==> src/rtl/ysyx_idu_pkg.sv <==
// ysyx_idu_pkg: shared definitions for the decode stage.
//   - RV32I major opcodes, ALU operation codes, immediate formats
//   - ctrl_o bit positions and the decoded-bundle struct
//   - skid-buffer occupancy states
package ysyx_idu_pkg;

   localparam logic [6:0] OPC_OP       = 7'b0110011;
   localparam logic [6:0] OPC_OP_IMM   = 7'b0010011;
   localparam logic [6:0] OPC_LOAD     = 7'b0000011;
   localparam logic [6:0] OPC_STORE    = 7'b0100011;
   localparam logic [6:0] OPC_BRANCH   = 7'b1100011;
   localparam logic [6:0] OPC_JAL      = 7'b1101111;
   localparam logic [6:0] OPC_JALR     = 7'b1100111;
   localparam logic [6:0] OPC_LUI      = 7'b0110111;
   localparam logic [6:0] OPC_AUIPC    = 7'b0010111;
   localparam logic [6:0] OPC_SYSTEM   = 7'b1110011;
   localparam logic [6:0] OPC_MISC_MEM = 7'b0001111;

   typedef enum logic [3:0] {
      ALU_ADD    = 4'd0,
      ALU_SUB    = 4'd1,
      ALU_SLL    = 4'd2,
      ALU_SLT    = 4'd3,
      ALU_SLTU   = 4'd4,
      ALU_XOR    = 4'd5,
      ALU_SRL    = 4'd6,
      ALU_SRA    = 4'd7,
      ALU_OR     = 4'd8,
      ALU_AND    = 4'd9,
      ALU_PASS_B = 4'd10
   } alu_op_e;

   typedef enum logic [2:0] {
      IMM_I, IMM_S, IMM_B, IMM_U, IMM_J, IMM_NONE
   } imm_type_e;

   localparam int CTRL_W       = 12;
   localparam int CTRL_LOAD    = 0;
   localparam int CTRL_STORE   = 1;
   localparam int CTRL_BRANCH  = 2;
   localparam int CTRL_JAL     = 3;
   localparam int CTRL_JALR    = 4;
   localparam int CTRL_LUI     = 5;
   localparam int CTRL_AUIPC   = 6;
   localparam int CTRL_CSR     = 7;
   localparam int CTRL_ECALL   = 8;
   localparam int CTRL_EBREAK  = 9;
   localparam int CTRL_MRET    = 10;
   localparam int CTRL_FENCE_I = 11;

   typedef struct packed {
      logic [4:0]        rd;
      logic [4:0]        rs1;
      logic [4:0]        rs2;
      logic [31:0]       imm;
      alu_op_e           alu_op;
      logic [CTRL_W-1:0] ctrl;
      logic [2:0]        funct3;
      logic              illegal;
   } dec_t;

   typedef enum logic [1:0] {
      BUF_EMPTY = 2'd0,
      BUF_ONE   = 2'd1,
      BUF_FULL  = 2'd2
   } buf_state_e;

   function automatic logic [31:0] imm_gen(input logic [31:0] inst, input imm_type_e imm_type);
      case (imm_type)
         IMM_I:   return {{20{inst[31]}}, inst[31:20]};
         IMM_S:   return {{20{inst[31]}}, inst[31:25], inst[11:7]};
         IMM_B:   return {{19{inst[31]}}, inst[31], inst[7], inst[30:25], inst[11:8], 1'b0};
         IMM_U:   return {inst[31:12], 12'b0};
         IMM_J:   return {{11{inst[31]}}, inst[31], inst[19:12], inst[20], inst[30:21], 1'b0};
         default: return 32'd0;
      endcase
   endfunction

   // alt selects SUB over ADD and SRA over SRL (inst[30] on register ops)
   function automatic alu_op_e alu_from_funct3(input logic [2:0] funct3, input logic alt);
      case (funct3)
         3'd0:    return alt ? ALU_SUB : ALU_ADD;
         3'd1:    return ALU_SLL;
         3'd2:    return ALU_SLT;
         3'd3:    return ALU_SLTU;
         3'd4:    return ALU_XOR;
         3'd5:    return alt ? ALU_SRA : ALU_SRL;
         3'd6:    return ALU_OR;
         default: return ALU_AND;
      endcase
   endfunction

endpackage

==> src/rtl/ysyx_idu_dec.sv <==
// ysyx_idu_dec: purely combinational RV32I + Zicsr/Zifencei + mret decoder.
//   inst : fetched instruction word
//   dec  : decoded bundle (register indices, immediate, ALU op, class flags,
//          raw funct3, illegal flag)
module ysyx_idu_dec
   import ysyx_idu_pkg::*;
(
   input  logic [31:0] inst,
   output dec_t        dec
);

   logic [6:0]        opcode;
   logic [2:0]        funct3;
   logic [6:0]        funct7;
   imm_type_e         imm_type;
   logic              use_rd;
   logic              use_rs1;
   logic              use_rs2;
   alu_op_e           alu_op;
   logic [CTRL_W-1:0] ctrl;
   logic              illegal;

   assign opcode = inst[6:0];
   assign funct3 = inst[14:12];
   assign funct7 = inst[31:25];

   // Any inst[1:0] other than 2'b11 cannot match a supported opcode, so the
   // default branch also covers compressed/reserved encodings.
   always_comb begin
      imm_type = IMM_NONE;
      use_rd   = 1'b0;
      use_rs1  = 1'b0;
      use_rs2  = 1'b0;
      alu_op   = ALU_ADD;
      ctrl     = '0;
      illegal  = 1'b0;
      case (opcode)
         OPC_LUI: begin
            use_rd = 1'b1; imm_type = IMM_U; alu_op = ALU_PASS_B;
            ctrl[CTRL_LUI] = 1'b1;
         end
         OPC_AUIPC: begin
            use_rd = 1'b1; imm_type = IMM_U;
            ctrl[CTRL_AUIPC] = 1'b1;
         end
         OPC_JAL: begin
            use_rd = 1'b1; imm_type = IMM_J;
            ctrl[CTRL_JAL] = 1'b1;
         end
         OPC_JALR: begin
            use_rd = 1'b1; use_rs1 = 1'b1; imm_type = IMM_I;
            ctrl[CTRL_JALR] = 1'b1;
         end
         OPC_BRANCH: begin
            use_rs1 = 1'b1; use_rs2 = 1'b1; imm_type = IMM_B; alu_op = ALU_SUB;
            ctrl[CTRL_BRANCH] = 1'b1;
         end
         OPC_LOAD: begin
            use_rd = 1'b1; use_rs1 = 1'b1; imm_type = IMM_I;
            ctrl[CTRL_LOAD] = 1'b1;
         end
         OPC_STORE: begin
            use_rs1 = 1'b1; use_rs2 = 1'b1; imm_type = IMM_S;
            ctrl[CTRL_STORE] = 1'b1;
         end
         OPC_OP_IMM: begin
            use_rd = 1'b1; use_rs1 = 1'b1; imm_type = IMM_I;
            // inst[30] is immediate data for ADDI; it only selects SRAI
            alu_op = alu_from_funct3(funct3, inst[30] && (funct3 == 3'b101));
         end
         OPC_OP: begin
            use_rd = 1'b1; use_rs1 = 1'b1; use_rs2 = 1'b1;
            alu_op = alu_from_funct3(funct3, inst[30]);
            if (funct7 != 7'h00 && funct7 != 7'h20)
               illegal = 1'b1;
            else if (funct7 == 7'h20 && funct3 != 3'b000 && funct3 != 3'b101)
               illegal = 1'b1;
         end
         OPC_MISC_MEM: begin
            use_rd = 1'b1; use_rs1 = 1'b1; imm_type = IMM_I;
            ctrl[CTRL_FENCE_I] = (funct3 == 3'b001);
         end
         OPC_SYSTEM: begin
            use_rd = 1'b1; use_rs1 = 1'b1; imm_type = IMM_I; alu_op = ALU_PASS_B;
            if (funct3 != 3'b000) begin
               ctrl[CTRL_CSR] = 1'b1;
            end else begin
               case (inst[31:20])
                  12'h000: ctrl[CTRL_ECALL]  = 1'b1;
                  12'h001: ctrl[CTRL_EBREAK] = 1'b1;
                  12'h302: ctrl[CTRL_MRET]   = 1'b1;
                  default: illegal = 1'b1;
               endcase
            end
         end
         default: illegal = 1'b1;
      endcase
      if (illegal) ctrl = '0;
   end

   always_comb begin
      dec.rd      = use_rd  ? inst[11:7]  : 5'd0;
      dec.rs1     = use_rs1 ? inst[19:15] : 5'd0;
      dec.rs2     = use_rs2 ? inst[24:20] : 5'd0;
      dec.imm     = imm_gen(inst, imm_type);
      dec.alu_op  = alu_op;
      dec.ctrl    = ctrl;
      dec.funct3  = funct3;
      dec.illegal = illegal;
   end

endmodule

==> src/rtl/ysyx_idu_skid.sv <==
// ysyx_idu_skid: decode stage with a 2-entry skid buffer between fetch and
// execute. ready_o is a function of registered state only, so execute-stage
// backpressure never reaches fetch combinationally.
//   clk, rst (async, active-low)
//   prev_valid / ready_o / inst_i / pc_i : fetch-side handshake and payload
//   flush                                : redirect, drops everything buffered
//   valid_o / next_ready                 : execute-side handshake
//   pc_o, rd_o, rs1_o, rs2_o, imm_o, alu_op_o, ctrl_o, funct3_o, illegal_o
//                                        : decoded bundle, always from main
//
// state     | meaning
// BUF_EMPTY | no bundle held, valid_o=0
// BUF_ONE   | main entry holds the output bundle
// BUF_FULL  | main + skid both hold bundles, ready_o=0
module ysyx_idu_skid
   import ysyx_idu_pkg::*;
#(
   parameter int ADDR_W  = 32,
   parameter int DATA_W  = 32,
   parameter int ALUOP_W = 4
) (
   input  logic               clk,
   input  logic               rst,
   input  logic               prev_valid,
   output logic               ready_o,
   input  logic [DATA_W-1:0]  inst_i,
   input  logic [ADDR_W-1:0]  pc_i,
   input  logic               flush,
   output logic               valid_o,
   input  logic               next_ready,
   output logic [ADDR_W-1:0]  pc_o,
   output logic [4:0]         rd_o,
   output logic [4:0]         rs1_o,
   output logic [4:0]         rs2_o,
   output logic [DATA_W-1:0]  imm_o,
   output logic [ALUOP_W-1:0] alu_op_o,
   output logic [11:0]        ctrl_o,
   output logic [2:0]         funct3_o,
   output logic               illegal_o
);

   typedef struct packed {
      logic [ADDR_W-1:0] pc;
      dec_t              dec;
   } entry_t;

   buf_state_e state_q;
   buf_state_e state_d;
   entry_t     main_q;
   entry_t     skid_q;
   entry_t     new_e;
   dec_t       dec_new;
   logic       accept;
   logic       emit;
   logic       ld_main_new;
   logic       ld_main_skid;
   logic       ld_skid;

   ysyx_idu_dec u_dec (
      .inst (inst_i),
      .dec  (dec_new)
   );

   assign new_e.pc  = pc_i;
   assign new_e.dec = dec_new;

   always_ff @(posedge clk or negedge rst) begin
      if (!rst) state_q <= BUF_EMPTY;
      else      state_q <= state_d;
   end

   // Load enables are produced alongside the next state so the datapath
   // always follows the same transition the FSM takes.
   always_comb begin
      state_d      = state_q;
      ld_main_new  = 1'b0;
      ld_main_skid = 1'b0;
      ld_skid      = 1'b0;
      if (flush) begin
         state_d = BUF_EMPTY;
      end else begin
         case (state_q)
            BUF_EMPTY: begin
               if (accept) begin
                  state_d     = BUF_ONE;
                  ld_main_new = 1'b1;
               end
            end
            BUF_ONE: begin
               if (accept && emit) begin
                  ld_main_new = 1'b1;
               end else if (accept) begin
                  state_d = BUF_FULL;
                  ld_skid = 1'b1;
               end else if (emit) begin
                  state_d = BUF_EMPTY;
               end
            end
            BUF_FULL: begin
               if (emit) begin
                  state_d      = BUF_ONE;
                  ld_main_skid = 1'b1;
               end
            end
            default: state_d = BUF_EMPTY;
         endcase
      end
   end

   always_comb begin
      valid_o = (state_q != BUF_EMPTY);
      ready_o = (state_q != BUF_FULL);
      accept  = prev_valid && ready_o;
      emit    = valid_o && next_ready;
   end

   always_ff @(posedge clk or negedge rst) begin
      if (!rst) begin
         main_q <= '0;
         skid_q <= '0;
      end else begin
         if (ld_main_new)       main_q <= new_e;
         else if (ld_main_skid) main_q <= skid_q;
         if (ld_skid)           skid_q <= new_e;
      end
   end

   assign pc_o      = main_q.pc;
   assign rd_o      = main_q.dec.rd;
   assign rs1_o     = main_q.dec.rs1;
   assign rs2_o     = main_q.dec.rs2;
   assign imm_o     = main_q.dec.imm;
   assign alu_op_o  = main_q.dec.alu_op;
   assign ctrl_o    = main_q.dec.ctrl;
   assign funct3_o  = main_q.dec.funct3;
   assign illegal_o = main_q.dec.illegal;

endmodule

==> config.mk <==
export PLATFORM = sky130hd
export DESIGN_NAME = ysyx_idu_skid
export DESIGN_NICKNAME = d
export VERILOG_FILES = /design/src/rtl/ysyx_idu_pkg.sv /design/src/rtl/ysyx_idu_dec.sv /design/src/rtl/ysyx_idu_skid.sv
export SDC_FILE = /design/constraint.sdc
export NUM_CORES = 1
export LEC_CHECK = 0
export BUFFER_PORTS_ARGS = -buffer_cell sky130_fd_sc_hd__buf_2
export CAP_MARGIN = 20
export CORE_MARGIN = 3
export CORE_UTILIZATION = 40
export CTS_CLUSTER_SIZE = 24
export DETAILED_ROUTE_END_ITERATION = 10
export PLACE_DENSITY = 0.68
export SLEW_MARGIN = 10
export SYNTH_ARGS = -nofsm -noshare
export SYNTH_HDL_FRONTEND = slang
export SYNTH_SLANG_ARGS = --single-unit
==> constraint.sdc <==
create_clock -name clk -period 1.7 [get_ports clk]
set_input_delay 0.34 -clock clk [delete_from_list [all_inputs] [get_ports clk]]
set_output_delay 0.34 -clock clk [all_outputs]
set_load 0.02 [all_outputs]
**After elaboration in Yosys (flattened, before gate mapping)**

Index checks and enable logic that the tools add are counted.

- Output and inout port bits: 101
- Input port bits: 69
- Register bits after elaboration: 200
- Word-level logic and storage cells: 130

- Reduce and logical (&&, ||, !) cells: 24
- Eq/ne operators: 33
- Muxes and demuxes: 54

Operators with widths:

| operator | number |
|---|---|
| 2-to-1 mux 99 bit | 2 |
| case mux 32 bit (5 select lines) | 1 |
| case mux 4 bit (7 select lines) | 2 |
| 2-to-1 mux 1 bit | 32 |
| == test 7 x 6 -> 1 bit (second input constant) | 4 |
| == test 7 bit (second input constant) | 4 |
| OR reduction 9 bit | 2 |
| case mux 4 bit (4 select lines) | 1 |
| 2-to-1 mux 5 bit | 3 |
| case mux 3 bit (5 select lines) | 1 |
| == test 7 x 5 -> 1 bit (second input constant) | 2 |
| == test 12 x 1 -> 1 bit (second input constant) | 1 |
| == test 12 x 10 -> 1 bit (second input constant) | 1 |
| == test 3 x 2 -> 1 bit (second input constant) | 4 |
| == test 3 bit (second input constant) | 4 |
| zero test 12 bit | 1 |
| 2-to-1 mux 12 bit | 1 |
| 2-to-1 mux 2 bit | 6 |
| inequality test 3 bit (second input constant) | 4 |
| OR reduction 8 bit | 1 |
| == test 7 x 2 -> 1 bit (second input constant) | 1 |
| == test 7 x 4 -> 1 bit (second input constant) | 1 |
| logical AND 1 bit | 7 |
| inequality test 7 x 6 -> 1 bit (second input constant) | 1 |
| 19 further kinds | 24 |

**Logic depth before layout (Yosys ltp)**

Gate-level depths: netlist of run 1.

- Word-level depth: 8
- Depth in mapped cells: 8
- Gate-level depth less buffers: 6

**Cells and area by module**

A second synthesis of run 1 with hierarchy kept.

- Cell total of the unflattened synthesis: 745
- Area, all modules: 9232.6 um2

By module, submodules not included:

| module | cells each | sequential area each (um2) | area an instance (um2) | times used |
|---|---|---|---|---|
| ysyx_idu_skid | 555 | 5004.8 | 8086.5 | 1 |
| ysyx_idu_dec | 190 | 0.0 | 1146.1 | 1 |

**Least setup slack after synthesis of run 1**

No wires, ideal clock.

- Path kind: input-to-reg
- From: input port inst_i[5]
- To: register main_q (netlist bit imm_o[22])
- Path buffers: 2
- Data required time: 1.555 ns
- Cell stages on the path: 7
- Arrival time: 1.570 ns
- Setup slack: -0.015 ns
- Library setup time: 0.145 ns
- Cells stage by stage: buf_2 -> nand2_1 -> o21ba_1 -> or3b_1 -> a21oi_2 -> buf_4 -> a32oi_1

- Cells in the longest elaborated chain, start to end: 6
- Elaborated cells on any way between the ends: 20
- Those cells by class: eq/ne (14); mux (3); reduce/logical (3)

RTL lines:

| item | line | text |
|---|---|---|
| from (decl) | ysyx_idu_skid.sv:26 | `input logic [DATA_W-1:0] inst_i,` |
| == test 7 bit, or another cell as far along | ysyx_idu_dec.sv:37 | `case (opcode)` |
| OR reduction 5 bit (no line) or OR reduction 2 bit (tied branches) | - |  |
| case mux 3 bit (5 select lines) * | ysyx_idu_dec.sv:37 |  |
| == test 3 bit, or another cell as far along | ysyx_idu_pkg.sv:69 | `case (imm_type)` |
| case mux 32 bit (5 select lines) * | ysyx_idu_pkg.sv:69 |  |
| 2-to-1 mux 99 bit * | ysyx_idu_skid.sv:122 | `if (ld_main_new) main_q <= new_e;` |
| to (signal assigned) | ysyx_idu_skid.sv:122 |  |
| to (signal assigned) | ysyx_idu_skid.sv:123 | `else if (ld_main_skid) main_q <= skid_q;` |
| to (decl) | ysyx_idu_skid.sv:49 | `entry_t main_q;` |

Every way passes the cells marked *; elsewhere a longest branch is shown, timed or not.
A chain may end at the register's enable or synchronous reset.

**Worst setup path in the final report of run 1**

- From: register state_q[1]
- To: register main_q (netlist bit ctrl_o[7])

- Cells in the longest elaborated chain, start to end: 7
- Elaborated cells on any way between the ends: 17
- Those cells by class: eq/ne (3); mux (8); reduce/logical (6)

RTL lines:

| item | line | text |
|---|---|---|
| from (decl) | ysyx_idu_skid.sv:47 | `buf_state_e state_q;` |
| from (signal assigned) | ysyx_idu_skid.sv:69 | `else state_q <= state_d;` |
| inequality test 2 bit or nonzero test 2 bit (tied branches) | ysyx_idu_skid.sv:112, ysyx_idu_skid.sv:111 |  |
| logical AND 1 bit, on equally long branches | ysyx_idu_skid.sv:113, ysyx_idu_skid.sv:114 |  |
| logical AND 1 bit | ysyx_idu_skid.sv:90 | `if (accept && emit) begin` |
| 2-to-1 mux 1 bit | ysyx_idu_skid.sv:90 |  |
| case mux 1 bit (2 select lines) | ysyx_idu_skid.sv:82 | `case (state_q)` |
| 2-to-1 mux 1 bit | ysyx_idu_skid.sv:79 | `if (flush) begin` |
| 2-to-1 mux 99 bit or nonzero test 2 bit (tied branches) | - |  |

Several ways; a longest one is shown, not always the timed one.

==> metrics.cfg, run 1 <==
[logic_synthesis]
avgSynthCellArea_sq_um=9.78
synth_fp_nets=979
synth.cell_area_sq_um=8900
synth.distinct_cells=67
syn_inst=910
synth_seq_cells=200
synth_top_flop_cell=dfrtp_1
synth_common_cells=280 x nand2_1, 200 x dfrtp_1, 48 x a22oi_1
yosys.area.top_type=dfrtp_1
synth_edf_count=0
ys_seq_area_share_pct=56.3
ys_async_sr_fraction_pct=100
synth.most_common_cell=nand2_1
synth_area_leaders=dfrtp_1 56%, nand2_1 12%, a22oi_1 4.1%
yosysTopAreaCellShare_pct=56.3
synth_warnings=0

[clock_tree]
clkTransAtPathRegs_ps=80
cts_buffer_depth=2
h-tree-depth=4
clk_latency_ps=440
root_buffer=clkbuf_16
cts_made_buffers=17
cts_tree=yes
clock_sinks=200

[final_layout]
syn_to_final_growth_pct=34.9
fillers=1871
final_util_pct=56.0
final_nets=1235
design_area_sq_um=12000
drive_gt1_share_pct=33.2
register_area_sq_um=5010
instances_no_fill=1456
multi_input_area_sq_um=3770

[timing]
maxSlewViolCount=0
final-setup-viol-count=3
rsz0062_at_grt=yes
worstMarginPinSlew_ps=433
fin_crit_sh_pct=102
finClkSkew_ps=10.3
setup_ws_ps=-26.2
min_period_ps=1730
slew-limit-headroom_pct=70.7
finalHoldViolations=0
max_freq_mhz=579
holdWs_ps=101

[setup_path]
worstPathRequired_ps=2070
rr_endpoint=ctrl_o[7]
critical_path_class=flip-flop to flip-flop
crit_path_end_kind=flip-flop
cp-start-kind=flip-flop
cp_max_fo=13
reg2reg_slack_ps=-30
reg2regPathDepth=6
crit-reg2reg-launch=state_q[1]
worstPathArrival_ps=2100

[global_route]
grt_pass1_wl_um=42500
grtUsageTotal_pct=22.1
grt.overflow.total=0
grt_max_degree=54
grt_pass1_vias=7828
antenna_found_initial=3

[route]
wire_per_inst_um=19.3
drt_pass1_iterations=5
dr_total_vias=8065
ant_nets=0
routed_wl_um=28100
drc=0
via_per_inst=5.54
dr.first_iter.drc_count=677

[worst_hold_path]
hold_depth=3
worstHoldStart=pc_i[9]
holdPathEnd=skid_q[76]
min_path_type=input port to flip-flop

[status]
violations=setup timing
status=complete, but fails checks

[power_and_ir_drop]
powerDensity_nw_per_um2=986
p_leak_nw=5.98
ir_drop_v=0.000607
total_power_w=0.0118

[die]
initial_utilization_pct=41.5
die-area_sq_um=24100
coreArea_sq_um=21400
die_h_um=155
rows=53
io-pin-count=170
die_w_um=155

[placement]
place_area_sq_um=10900
gp_congestion=0.913
dp_cells=1403
dpl.hpwl_um=18700
port_buffers=169

[run]
drv_cap=0

[routing by layer]
| metal | GRT usage, % | routed length [um] | vias to the layer above |
|---|---|---|---|
| met1 | 32.1 | 12500 | 4016 |
| met3 | 3.39 | 1750 | 48 |
| met4 | 7.28 | 628 | 2 |
| li1 | - | - | 3727 |
| met2 | 34.1 | 13200 | 272 |
| met5 | 0 | 13 | - |
[kinds of logic after synthesis]
logic type	share of synthesized area [%]
AND/OR/NAND/NOR	20.4
AO/OA/AOI/OAI	18.6
flip-flops	56.3
buffers and inverters	3.85
multiplexers	0.914
[worst max-delay path: stages (launching register included)]
cell     delay [ps]
dfrtp_1         420
buf_4           160
nor3b_4         210
nand2_2         160
buf_6           200
nor4_1          350
a221o_1         170
[timing repair]
item | CTS | global route
setup endpoints to repair | 90 | 105
gates resized for setup | 22 | 56
pin swaps | 2 | 8
setup buffers | 3 | 8
endpoints found under the hold margin | 38 | 0
hold buffers | 1 | 0
cloned | 0 | 8
[worst max path at each step]
stage                       endpoint  cells after the start       start
final                      ctrl_o[7]                      6  state_q[1]
after global routing        rs2_o[3]                      6  state_q[1]
after CTS                    valid_o                      3  state_q[0]
after detailed placement  skid_q[12]                      5  inst_i[31]
after global placement       rd_o[0]                      7   inst_i[4]
after floorplan            imm_o[22]                      7   inst_i[5]
[report_power, final]
part	internal (W)	switching [W]	leakage, nW
logic	0.000846	0.00127	3.12
registers	0.00538	0.000363	2.60
clock network	0.00206	0.00191	0.268
total	0.00829	0.00355	5.98
[sequential cells by signal (all words and copies together) (netlist names)]
signal and flops:
pc_o 32, imm_o 32, state_q 2, alu_op_o 4, rs2_o 5, rs1_o 5, skid_q 99, ctrl_o 12
illegal_o 1, funct3_o 3, rd_o 5
[cells in the final DEF (no fill, tap or decap), types with 7 or more instances in the layout]
cell type | synthesis | final
o21ai_0 | 27 | 18
a21oi_1 | 31 | 31
dfrtp_1 | 200 | 199
a22oi_1 | 48 | 42
nor2b_1 | 8 | 7
o31ai_1 | 8 | 8
nor3_1 | 9 | 9
a22o_1 | 21 | 21
buf_6 | 1 | 14
nor2_1 | 41 | 35
mux2i_1 | 7 | 7
buf_12 | 0 | 19
buf_2 | 30 | 166
and3_4 | 0 | 15
nand2_1 | 280 | 275
and3_1 | 24 | 9
nand3_1 | 9 | 9
a221o_1 | 21 | 21
buf_4 | 6 | 92
a32oi_1 | 22 | 22
clkbuf_16 | 0 | 24
inv_1 | 8 | 8
o21ai_1 | 4 | 13
nor2_2 | 4 | 8
[stage by stage]
stage | setup slack, ps | TNS [ps]
final | -26.2 | -37.7
after global routing | -112 | -3900
after CTS | -18.6 | -24.4
after detailed placement | -189 | -11840
after global placement | -162 | -9160
after floorplan | 24.6 | 0
[layout make-up]
type | count | area share (%)
Antenna cell | 2 | 0.0417
Clock buffer | 18 | 3.58
Clock inverter | 14 | 1.14
Inverter | 9 | 0.281
Multi-Input combinational cell | 637 | 31.4
Sequential cell | 200 | 41.7
Tap cell | 275 | 2.87
Timing Repair Buffer | 301 | 18.9
Note: power is estimated with default switching activity, not from simulation.
==> run 2, diff against run 1 <==
Settings changed: RECOVER_POWER set to 50, SETUP_SLACK_MARGIN set to 0.3.
==> metrics.cfg, run 2 (synthesis results as in run 1) <==
[setup_path]
reg2regPathDepth=9  ; +3
rr_endpoint=skid_q[67]
crit-reg2reg-launch=state_q[1]
reg2reg_slack_ps=-20  ; about the same
worstPathRequired_ps=2030  ; -40 ps
worstPathArrival_ps=2050  ; -50 ps
critical_path_class=flip-flop to flip-flop
cp-start-kind=flip-flop
startpoint=state_q[1]
cp_max_fo=8  ; -5
crit_path_end_kind=flip-flop
endpoint=skid_q[67]

[power_and_ir_drop]
powerDensity_nw_per_um2=945  ; -4.2%
ir_drop_v=0.000620  ; +2.1%
p_leak_nw=6.42  ; +7.3%

[route]
wire_per_inst_um=20.7  ; +7.1%
drt_pass1_iterations=5  ; unchanged
via_per_inst=5.74  ; +3.6%
ant_nets=0  ; unchanged
routed_wl_um=30300  ; +7.7%
dr_total_vias=8404  ; +4.2%
dr.first_iter.drc_count=674  ; -0.44%
drc=0  ; unchanged

[final_layout]
design_area_sq_um=13200  ; +10%
drive_gt1_share_pct=44.6  ; +11 points
layout_common_cells=199 x nand2_1, 198 x dfrtp_1, 164 x buf_2
regMostFlops=skid_q
syn_to_final_growth_pct=48.8
final_nets=1246  ; +0.89%
antenna_cells=0  ; -2
largest_reg_flops=99  ; unchanged
final_common_cell=nand2_1

[placement]
place_area_sq_um=10900  ; +0.73%
gp_congestion=0.903  ; -1.1%
dpl.hpwl_um=18500  ; -1.1%
port_buffers=169  ; unchanged

[timing]
worstMarginPinSlew_ps=1020  ; +586 ps
fin_crit_sh_pct=101  ; -0.24 points
holdWs_ps=111  ; +10.2 ps
min_period_ps=1720  ; -4.16 ps
finClkSkew_ps=11.1  ; +0.782 ps
finalHoldViolations=0  ; unchanged
final-setup-viol-count=13  ; +10
rsz0062_at_grt=yes
slew-limit-headroom_pct=32.0  ; -39 points
maxSlewViolCount=0  ; unchanged
max_freq_mhz=581  ; +0.24%
setup_ws_ps=-22.0  ; +4.16 ps

[die]
die_w_um=155  ; unchanged
die-area_sq_um=24100  ; unchanged
coreArea_sq_um=21400  ; unchanged
initial_utilization_pct=41.5  ; unchanged
die_h_um=155  ; unchanged
rows=53  ; unchanged
io-pin-count=170  ; unchanged

[clock_tree]
h-tree-depth=4  ; unchanged
cts_buffer_depth=2  ; unchanged
cts_tree=yes
clk_latency_ps=440  ; about the same
clkTransAtPathRegs_ps=80  ; about the same
root_buffer=clkbuf_16
clock_sinks=200  ; unchanged
cts_made_buffers=17  ; unchanged

[global_route]
grt_max_degree=54  ; unchanged
grt_pass1_vias=8217  ; +5.0%
grt_pass1_wl_um=46300  ; +8.8%
grt.overflow.total=0  ; unchanged
antenna_found_initial=1  ; -2
grtUsageTotal_pct=24.5  ; +2.4 points

[worst_hold_path]
min_path_type=input port to flip-flop

[status]
violations=setup timing
status=complete, but fails checks

[run]
drv_cap=0  ; unchanged

run 2: worst min-delay path by stage:
stage          startpoint           to  cells after the start
2_1_floorplan         rst  alu_op_o[0]                      0
3_3_place_gp          rst    imm_o[27]                      1
3_5_place_dp          rst    imm_o[25]                      1
4_1_cts          pc_i[12]   skid_q[79]                      3
5_1_grt          pc_i[15]   skid_q[82]                      3
6_report         pc_i[17]   skid_q[84]                      3
run 2: metrics by stage:
| step | TNS [ps] | worst slack, ps | total power [W] | utilization (%) | instances |
|---|---|---|---|---|---|
| 2_1_floorplan | 0 | 150 | 0.00698 | - | 910 |
| 3_3_place_gp | -3070 | -82.7 | 0.00782 | 51.0 | 1376 |
| 3_5_place_dp | -4580 | -127 | 0.00788 | 51.0 | 1376 |
| 4_1_cts | 0 | 5.44 | 0.0124 | 59.3 | 1447 |
| 5_1_grt | -7440 | -101 | 0.0131 | 61.8 | 1465 |
| 6_report | -166 | -22.0 | 0.0125 | 61.8 | 1465 |
run 2: layout make-up:
class / instances / area [sq um]
clock buffer: 19 / 443
clock inverter: 13 / 155
multi-input combinational: 637 / 4400
sequential: 200 / 5010
inverter: 9 / 36.3
tap: 275 / 344
fill: 1735 / 8180
timing repair buffer: 312 / 2860
run 2: what timing repair did:
| action | 4_1_cts | 5_1_grt |
|---|---|---|
| hold endpoints to repair | 32 | 0 |
| pin swaps | 101 | 48 |
| gates resized for setup | 140 | 77 |
| endpoints found under the setup margin | 200 | 204 |
| hold buffers | 1 | 0 |
| cloned | 18 | 6 |
| setup buffers | 20 | 12 |
run 2: power by group:
group	internal (W)	switching (W)	total (W)
logic	0.00107	0.00140	0.00247
clock network	0.00226	0.00193	0.00418
registers	0.00539	0.000473	0.00586
total	0.00871	0.00380	0.0125
run 2: layer usage:
layer / routed length [um] / global-route usage, % / up-vias
li1: - / - / 3762
met1: 13000 / 34.7 / 4236
met2: 14400 / 38.3 / 345
met3: 2250 / 5.40 / 59
met4: 672 / 6.56 / 2
met5: 9 / 0 / -
run 2: worst max-delay path, cell delays in order, from the launching register on:
cell and delay (ps):
dfrtp_2 420, buf_6 130, nor3b_4 260, buf_6 160
nand2_8 100, buf_16 180, buf_12 130, buf_16 130
nand2_2 60, nand2_2 40
